`config.mk`:
```
export PLATFORM = sky130hd
export DESIGN_NAME = vending_machine_multi
export DESIGN_NICKNAME = d
export VERILOG_FILES = /design/src/rtl/vending_machine_multi.sv
export SDC_FILE = /design/constraint.sdc
export NUM_CORES = 1
export LEC_CHECK = 0
export ABC_CLOCK_PERIOD_IN_PS = 8200
export BUFFER_PORTS_ARGS = -buffer_cell sky130_fd_sc_hd__buf_2
export CAP_MARGIN = 0
export CORE_UTILIZATION = 25
export DETAILED_ROUTE_END_ITERATION = 10
export HOLD_SLACK_MARGIN = 0.12
export REMOVE_ABC_BUFFERS = 1
export SETUP_SLACK_MARGIN = 0.05
export SYNTH_ARGS = -nofsm -noshare
export SYNTH_HDL_FRONTEND = slang
export SYNTH_SLANG_ARGS = --single-unit
```
`constraint.sdc`:
```
create_clock -name clk_i -period 8.2 [get_ports clk_i]
set_input_delay 1.64 -clock clk_i [delete_from_list [all_inputs] [get_ports clk_i]]
set_output_delay 1.64 -clock clk_i [all_outputs]
set_load 0.1 [all_outputs]
```
`src/rtl/vending_machine_multi.sv`:
```
// rtl/vending_machine_multi.sv - multi-product coin vending FSM with serial change/refund output
module vending_machine_multi #(
    parameter int NUM_ITEMS  = 4,
    parameter int SEL_W      = 2,
    parameter int CREDIT_W   = 8,
    parameter int MAX_CREDIT = 60,
    parameter logic [NUM_ITEMS*CREDIT_W-1:0] PRICES = {8'd40, 8'd25, 8'd20, 8'd15},
    parameter bit AUTO_VEND  = 1'b0
) (
    input  logic                clk_i,
    input  logic                rst_i,
    input  logic [1:0]          in_i,
    input  logic [SEL_W-1:0]    sel_i,
    input  logic                vend_i,
    input  logic                cancel_i,
    output logic                out_o,
    output logic [SEL_W-1:0]    item_o,
    output logic [1:0]          change_o,
    output logic [CREDIT_W-1:0] credit_o,
    output logic                busy_o,
    output logic                deny_o,
    output logic                coin_reject_o
);

    typedef enum logic [1:0] {
        S_IDLE   = 2'd0,
        S_CREDIT = 2'd1,
        S_CHANGE = 2'd2
    } state_t;

    state_t              state_q, state_d;
    logic [CREDIT_W-1:0] credit_q, credit_d;
    logic                out_q, out_d;
    logic [SEL_W-1:0]    item_q, item_d;
    logic [1:0]          change_q, change_d;
    logic                busy_q, busy_d;
    logic                deny_q, deny_d;
    logic                rej_q, rej_d;

    logic                locked;
    logic                coin;
    logic                do_vend;
    logic [SEL_W-1:0]    vsel;
    logic                sel_ok;
    logic [CREDIT_W-1:0] vprice;
    logic [CREDIT_W:0]   coin_val;
    logic [CREDIT_W:0]   sum;

    localparam logic [CREDIT_W-1:0] PRICE0 = PRICES[CREDIT_W-1:0];
    localparam logic [CREDIT_W-1:0] TEN    = CREDIT_W'(10);

    always_comb begin
        vprice = '0;
        sel_ok = 1'b0;
        for (int i = 0; i < NUM_ITEMS; i++) begin
            if (vsel == SEL_W'(i)) begin
                vprice = PRICES[i*CREDIT_W +: CREDIT_W];
                sel_ok = 1'b1;
            end
        end
    end

    always_comb begin
        case (in_i)
            2'b01:   coin_val = (CREDIT_W+1)'(5);
            2'b10:   coin_val = (CREDIT_W+1)'(10);
            2'b11:   coin_val = (CREDIT_W+1)'(20);
            default: coin_val = '0;
        endcase
    end

    // Legacy mode treats reaching price0 as an implicit vend of item 0 on the next edge.
    assign do_vend = AUTO_VEND ? (credit_q >= PRICE0) : vend_i;
    assign vsel    = AUTO_VEND ? '0 : sel_i;
    assign locked  = out_q | (state_q == S_CHANGE);
    assign coin    = (in_i != 2'b00);
    assign sum     = {1'b0, credit_q} + coin_val;

    always_comb begin
        state_d  = state_q;
        credit_d = credit_q;
        out_d    = 1'b0;
        item_d   = '0;
        change_d = 2'b00;
        deny_d   = 1'b0;
        rej_d    = 1'b0;

        if (state_q == S_CHANGE) begin
            if (credit_q >= TEN) begin
                change_d = 2'b10;
                credit_d = credit_q - TEN;
            end else begin
                change_d = 2'b01;
                credit_d = '0;
            end
            if (credit_d == '0) begin
                state_d = S_IDLE;
            end
        end

        if (locked) begin
            rej_d  = coin;
            deny_d = vend_i & ~AUTO_VEND;
        end else if (cancel_i) begin
            rej_d = coin;
            if (credit_q != '0) begin
                state_d = S_CHANGE;
            end
        end else if (do_vend) begin
            rej_d = coin;
            if (sel_ok && credit_q >= vprice) begin
                out_d    = 1'b1;
                item_d   = vsel;
                credit_d = credit_q - vprice;
                state_d  = (credit_d != '0) ? S_CHANGE : S_IDLE;
            end else begin
                deny_d = 1'b1;
            end
        end else if (coin) begin
            if (sum <= (CREDIT_W+1)'(MAX_CREDIT)) begin
                credit_d = sum[CREDIT_W-1:0];
                state_d  = S_CREDIT;
            end else begin
                rej_d = 1'b1;
            end
        end

        busy_d = out_d | (state_d == S_CHANGE);
    end

    always_ff @(posedge clk_i) begin
        if (rst_i) begin
            state_q  <= S_IDLE;
            credit_q <= '0;
            out_q    <= 1'b0;
            item_q   <= '0;
            change_q <= 2'b00;
            busy_q   <= 1'b0;
            deny_q   <= 1'b0;
            rej_q    <= 1'b0;
        end else begin
            state_q  <= state_d;
            credit_q <= credit_d;
            out_q    <= out_d;
            item_q   <= item_d;
            change_q <= change_d;
            busy_q   <= busy_d;
            deny_q   <= deny_d;
            rej_q    <= rej_d;
        end
    end

    assign out_o         = out_q;
    assign item_o        = item_q;
    assign change_o      = change_q;
    assign credit_o      = credit_q;
    assign busy_o        = busy_q;
    assign deny_o        = deny_q;
    assign coin_reject_o = rej_q;

endmodule
```
Word-level counts from Yosys, hierarchy flattened
Cells that the tools add are included.
W data, S select, Z words.
- register bits: 18
- input port bits: 8
- output and inout port bits: 16
- word-level logic and storage cells: 77
- add/sub/neg operators: 3
- order comparisons: 3
- equal/unequal tests: 8
- multiplexer cells: 42
- bitwise operators: 5
- reductions and logical operators: 8
- operator list (cell ; number):
    $mux W8 ; 12
    $mux W2 ; 11
    $mux W1 ; 17
    $reduce_bool A8 Y1 ; 2
    $pmux W5 S3 ; 1
    $eq A2 B2 Y1 const B ; 6
    $add A8 B9 Y9 ; 1
    $le A9 B6 Y1 const B ; 1
    $ge A8 B4 Y1 const B ; 1
    $ge A8 B8 Y1 ; 1
    $logic_not A8 Y1 ; 1
    $sub A8 B4 Y8 const B ; 1
    $sub A8 B8 Y8 ; 1
    $reduce_or A5 Y1 ; 1
    $eq A2 B1 Y1 const B ; 2
    $mux W4 ; 1
    $not A1 Y1 ; 3
    $logic_not A2 Y1 ; 1
    $or A1 B1 Y1 ; 2
    $reduce_bool A2 Y1 ; 1
    $reduce_or A2 Y1 ; 1
    $logic_and A1 B1 Y1 ; 1

Longest topological paths before layout
- depth in word-level cells: 14
- mapped depth: 12
- depth with buffers taken out: 12

Least setup slack after synthesis
Ideal clock, no wire load.
- path type: input -> register
- start: in in_i[0]
- end: reg credit_q[0] (netlist: credit_o[0])
- library setup time: 0.137 ns
- data arrival time: 3.834 ns
- required time: 8.063 ns
- slack: 4.229 ns
- cell stages on the path: 9
- buffers on the path: 1
- cells stage by stage: clkbuf_1 ha_1 or2_2 and3_4 or3_1 a2111o_1 a31o_2 nand3_1 o221ai_1
- word-level cells in the longest chain between the ends: 9
- elaborated cells between the ends (all ways): 12
- ends and longest elaborated chain (item ; RTL line ; text):
    from (decl) ; 12 ; input logic [1:0] in_i,
    $eq A2 B2 Y1 / $eq A2 B1 Y1 (equally long branches) ; 64 ; case (in_i)
    $pmux W5 S3 ; 64 ;
    $add A8 B9 Y9 ; 77 ; assign sum = {1'b0, credit_q} + coin_val;
    $le A9 B6 Y1 ; 120 ; if (sum <= (CREDIT_W+1)'(MAX_CREDIT)) begin
    $mux W8 ; 120 ;
    $mux W8 (*) ; 119 ; end else if (coin) begin
    $mux W8 (*) ; 109 ; end else if (do_vend) begin
    $mux W8 (*) ; 104 ; end else if (cancel_i) begin
    $mux W8 (*) ; 101 ; if (locked) begin
    to (signal assigned) ; 143 ; credit_q <= credit_d;
    to (decl) ; 32 ; logic [CREDIT_W-1:0] credit_q, credit_d;
Every way passes the cells marked *; elsewhere a longest branch is shown, timed or not.
A chain may end at the register's enable or synchronous reset.

Worst setup path after layout
- start: in in_i[1]
- end: reg credit_q[3] (netlist: credit_o[3])
The elaborated chain is that of the path after synthesis.

==> flow_summary.yaml <==
status:
  outcome: "finished, final reports clean"
synth:
  ys_types: 55
  ys_warn_count: 0
  synth_area_leaders: "dfxtp_1 (20%), ha_1 (11%), nor3_1 (4.4%)"
  synth_area_per_cell_um2: 7.63
  synth_area_um2: 1800
  ys.flop_type: "dfxtp_1"
  synth.most_common_cell: "nor2_1"
  ys_ff_latch: 18
  async_reset_ff_share_pct: 0
  yosysTopAreaCellShare_pct: 20.0
  synth-edff-count: 0
  yosysTopAreaCell: "dfxtp_1"
  synthTopCellsByCount: "nor2_1 (20), dfxtp_1 (18), ha_1 (16), nor3_1 (16)"
  synthCells: 236
  ys_seq_area_share_pct: 20.0
timing:
  maxSlewHeadroom_pct: 50.5
  setup_viol: 0
  hold_violations: 0
  finalSetupTns_ns: 0
  finalWorstSetupSlack_ns: 4.13
  fmax_ghz: 0.246
  final_max_slew_viol_count: 0
  fin_crit_ns: 4.07
  worst_slew_pin_slew_ns: 0.737
  finalCritPeriodShare_pct: 49.6
  fin_worst_skew_ns: 0.00604
  rsz0062_at_grt: "false"
detailed_routing:
  first_pass_iters: 4
  drc: 0
  wl_um: 4800
  antenna_left: 0
  via_per_inst: 5.30
  dr_total_vias: 1851
  drt_iter0_drc: 107
  wl_per_cell_um: 13.8
grt:
  antenna_found_initial: 0
  grt_pass1_wl_um: 8170
  grt_start_max_net_pins: 18
  grt_pass1_vias: 1731
  grt.overflow.total: 0
  gr-usage-all-layers_pct: 13.5
job:
  drv_cap: 0
setup_path:
  cp-start-kind: "primary input"
  end_kind: "flip-flop"
  worstPathArrival_ns: 4.24
  path_max_fanout: 7
  crit_required_ns: 8.37
  setup.worst_path.class: "primary input to flip-flop"
clock_network:
  clkSinkCount: 18
  h-tree-depth: 1
  numCtsBuffers: 3
  postCtsSetupBuffers: 0
  clock_latency_ns: 0.25
  clk_path_buf_depth: 2
  hold_buffers: 0
  cts_resized: 0
  clk_pin_slew_worst_paths_ns: 0.07
  cts_tree: "done"
  root_buffer: "clkbuf_8"
placed_design:
  place_congestion: 0.893
  port_buffers: 23
  place_ws_ns: 3.89
  dp_hpwl_um: 3940
cells_and_area:
  nets: 279
  n_antenna_cell: 0
  syn2layout_area_growth_pct: 14.0
  drive_gt1_share_pct: 16.6
floorplanning:
  coreArea_um2: 6870
  io_pins: 24
  rows: 30
  die_width_um: 86.9
  start_util_pct: 26.2
  die-area_um2: 7550
  fp.dieH_um: 86.9
hold_path:
  hold_path_class: "flip-flop to flip-flop"
pwr:
  peakVddDrop_v: 0.0000788
  leakage_nw: 0.811
  p_per_area_nw_per_um2: 346
[cells by family after synthesis]
family,share of synthesized area [%]
AOI/OAI and AO/OA,27.7
xor gates and xnor gates,3.41
adders and majority gates,12.2
buffers and inverters,5.21
DFF,20.0
muxes,1.11
and+or+nand+nor,30.4
[flip-flops by register name, summed over array words and instances (netlist names)]
register       cells
deny_o             1
coin_reject_o      1
state_q            2
change_o           2
out_o              1
busy_o             1
credit_o           8
item_o             2
[worst max-delay path: stages]
cell      delay (ns)
buf_2           0.12
nor2b_1         0.41
xnor2_1         0.18
ha_1            0.21
nand3_1         0.12
a32oi_1         0.34
xnor2_1         0.14
a2111o_1        0.39
a31oi_4         0.26
o211ai_2        0.20
o221ai_1        0.23
[path summary, 6_finish.rpt]
| path | start | endpoint | slack, ns | depth (start not counted) |
|---|---|---|---|---|
| setup reg to reg | credit_o[2] | credit_o[3] | 5.14 | 8 |
| hold reg to reg | out_o | deny_o | 0.66 | 1 |
| setup / recovery | in_i[1] | credit_o[3] | 4.13 | 11 |
| hold / removal | out_o | deny_o | 0.66 | 1 |
[per-stage QoR]
stage                     hold slack, ns  std cells  total power [mW]  cell area [um2]  util, %
after floorplan                    0.587        226             0.537             1760        -
after global placement             0.620        345             0.637             2000     29.1
after detailed placement           0.621        345             0.638             2000     29.1
after CTS                          0.653        349             0.713             2050     29.9
after global routing               0.679        349             0.769             2050     29.9
final                              0.656        349             0.711             2050     29.9
[final cells by class]
cell class,count,area (um2)
fill,745,4820
tap,96,120
multi-input combinational,193,1350
inverter,15,56.3
clock buffer,4,55.1
timing repair buffer,23,115
sequential,18,360
[routing by layer]
metal / part of all wire (%) / track usage (%)
met4: 1.6 / 3.48
met2: 47 / 23.4
met1: 46 / 16.9
met5: 0 / 0
met3: 5.9 / 2.75
[power by group]
| group | switching, mW | total, mW | leakage [nW] | internal, mW |
|---|---|---|---|---|
| clock network | 0.0293 | 0.0720 | 0.0288 | 0.0426 |
| registers | 0.0429 | 0.153 | 0.147 | 0.110 |
| logic | 0.334 | 0.487 | 0.636 | 0.152 |
| total | 0.406 | 0.711 | 0.811 | 0.305 |
[cells in the final DEF, fill, tap and decap left out, drive strengths merged, types with 2 or more instances in the layout]
cell	Yosys	layout
a21o	3	3
buf	1	23
o211ai	5	5
nand4bb	2	2
nor2	21	21
a21oi	14	14
inv	15	15
and2	4	4
o221ai	7	7
clkbuf	9	4
mux2i	2	2
or3	7	7
nand3b	4	4
o31ai	4	4
a32oi	2	2
nand2	11	11
or2	5	5
nor4	4	4
ha	16	16
nand2b	2	2
a22oi	2	2
o21a	2	2
o21ai	15	15
o22ai	2	2
nor3	16	16
nor2b	6	6
nand3	5	5
dfxtp	18	18
a31oi	4	4
and3	2	2
nand4	4	4
xnor2	6	6
Power figures use the tool's default switching activity.
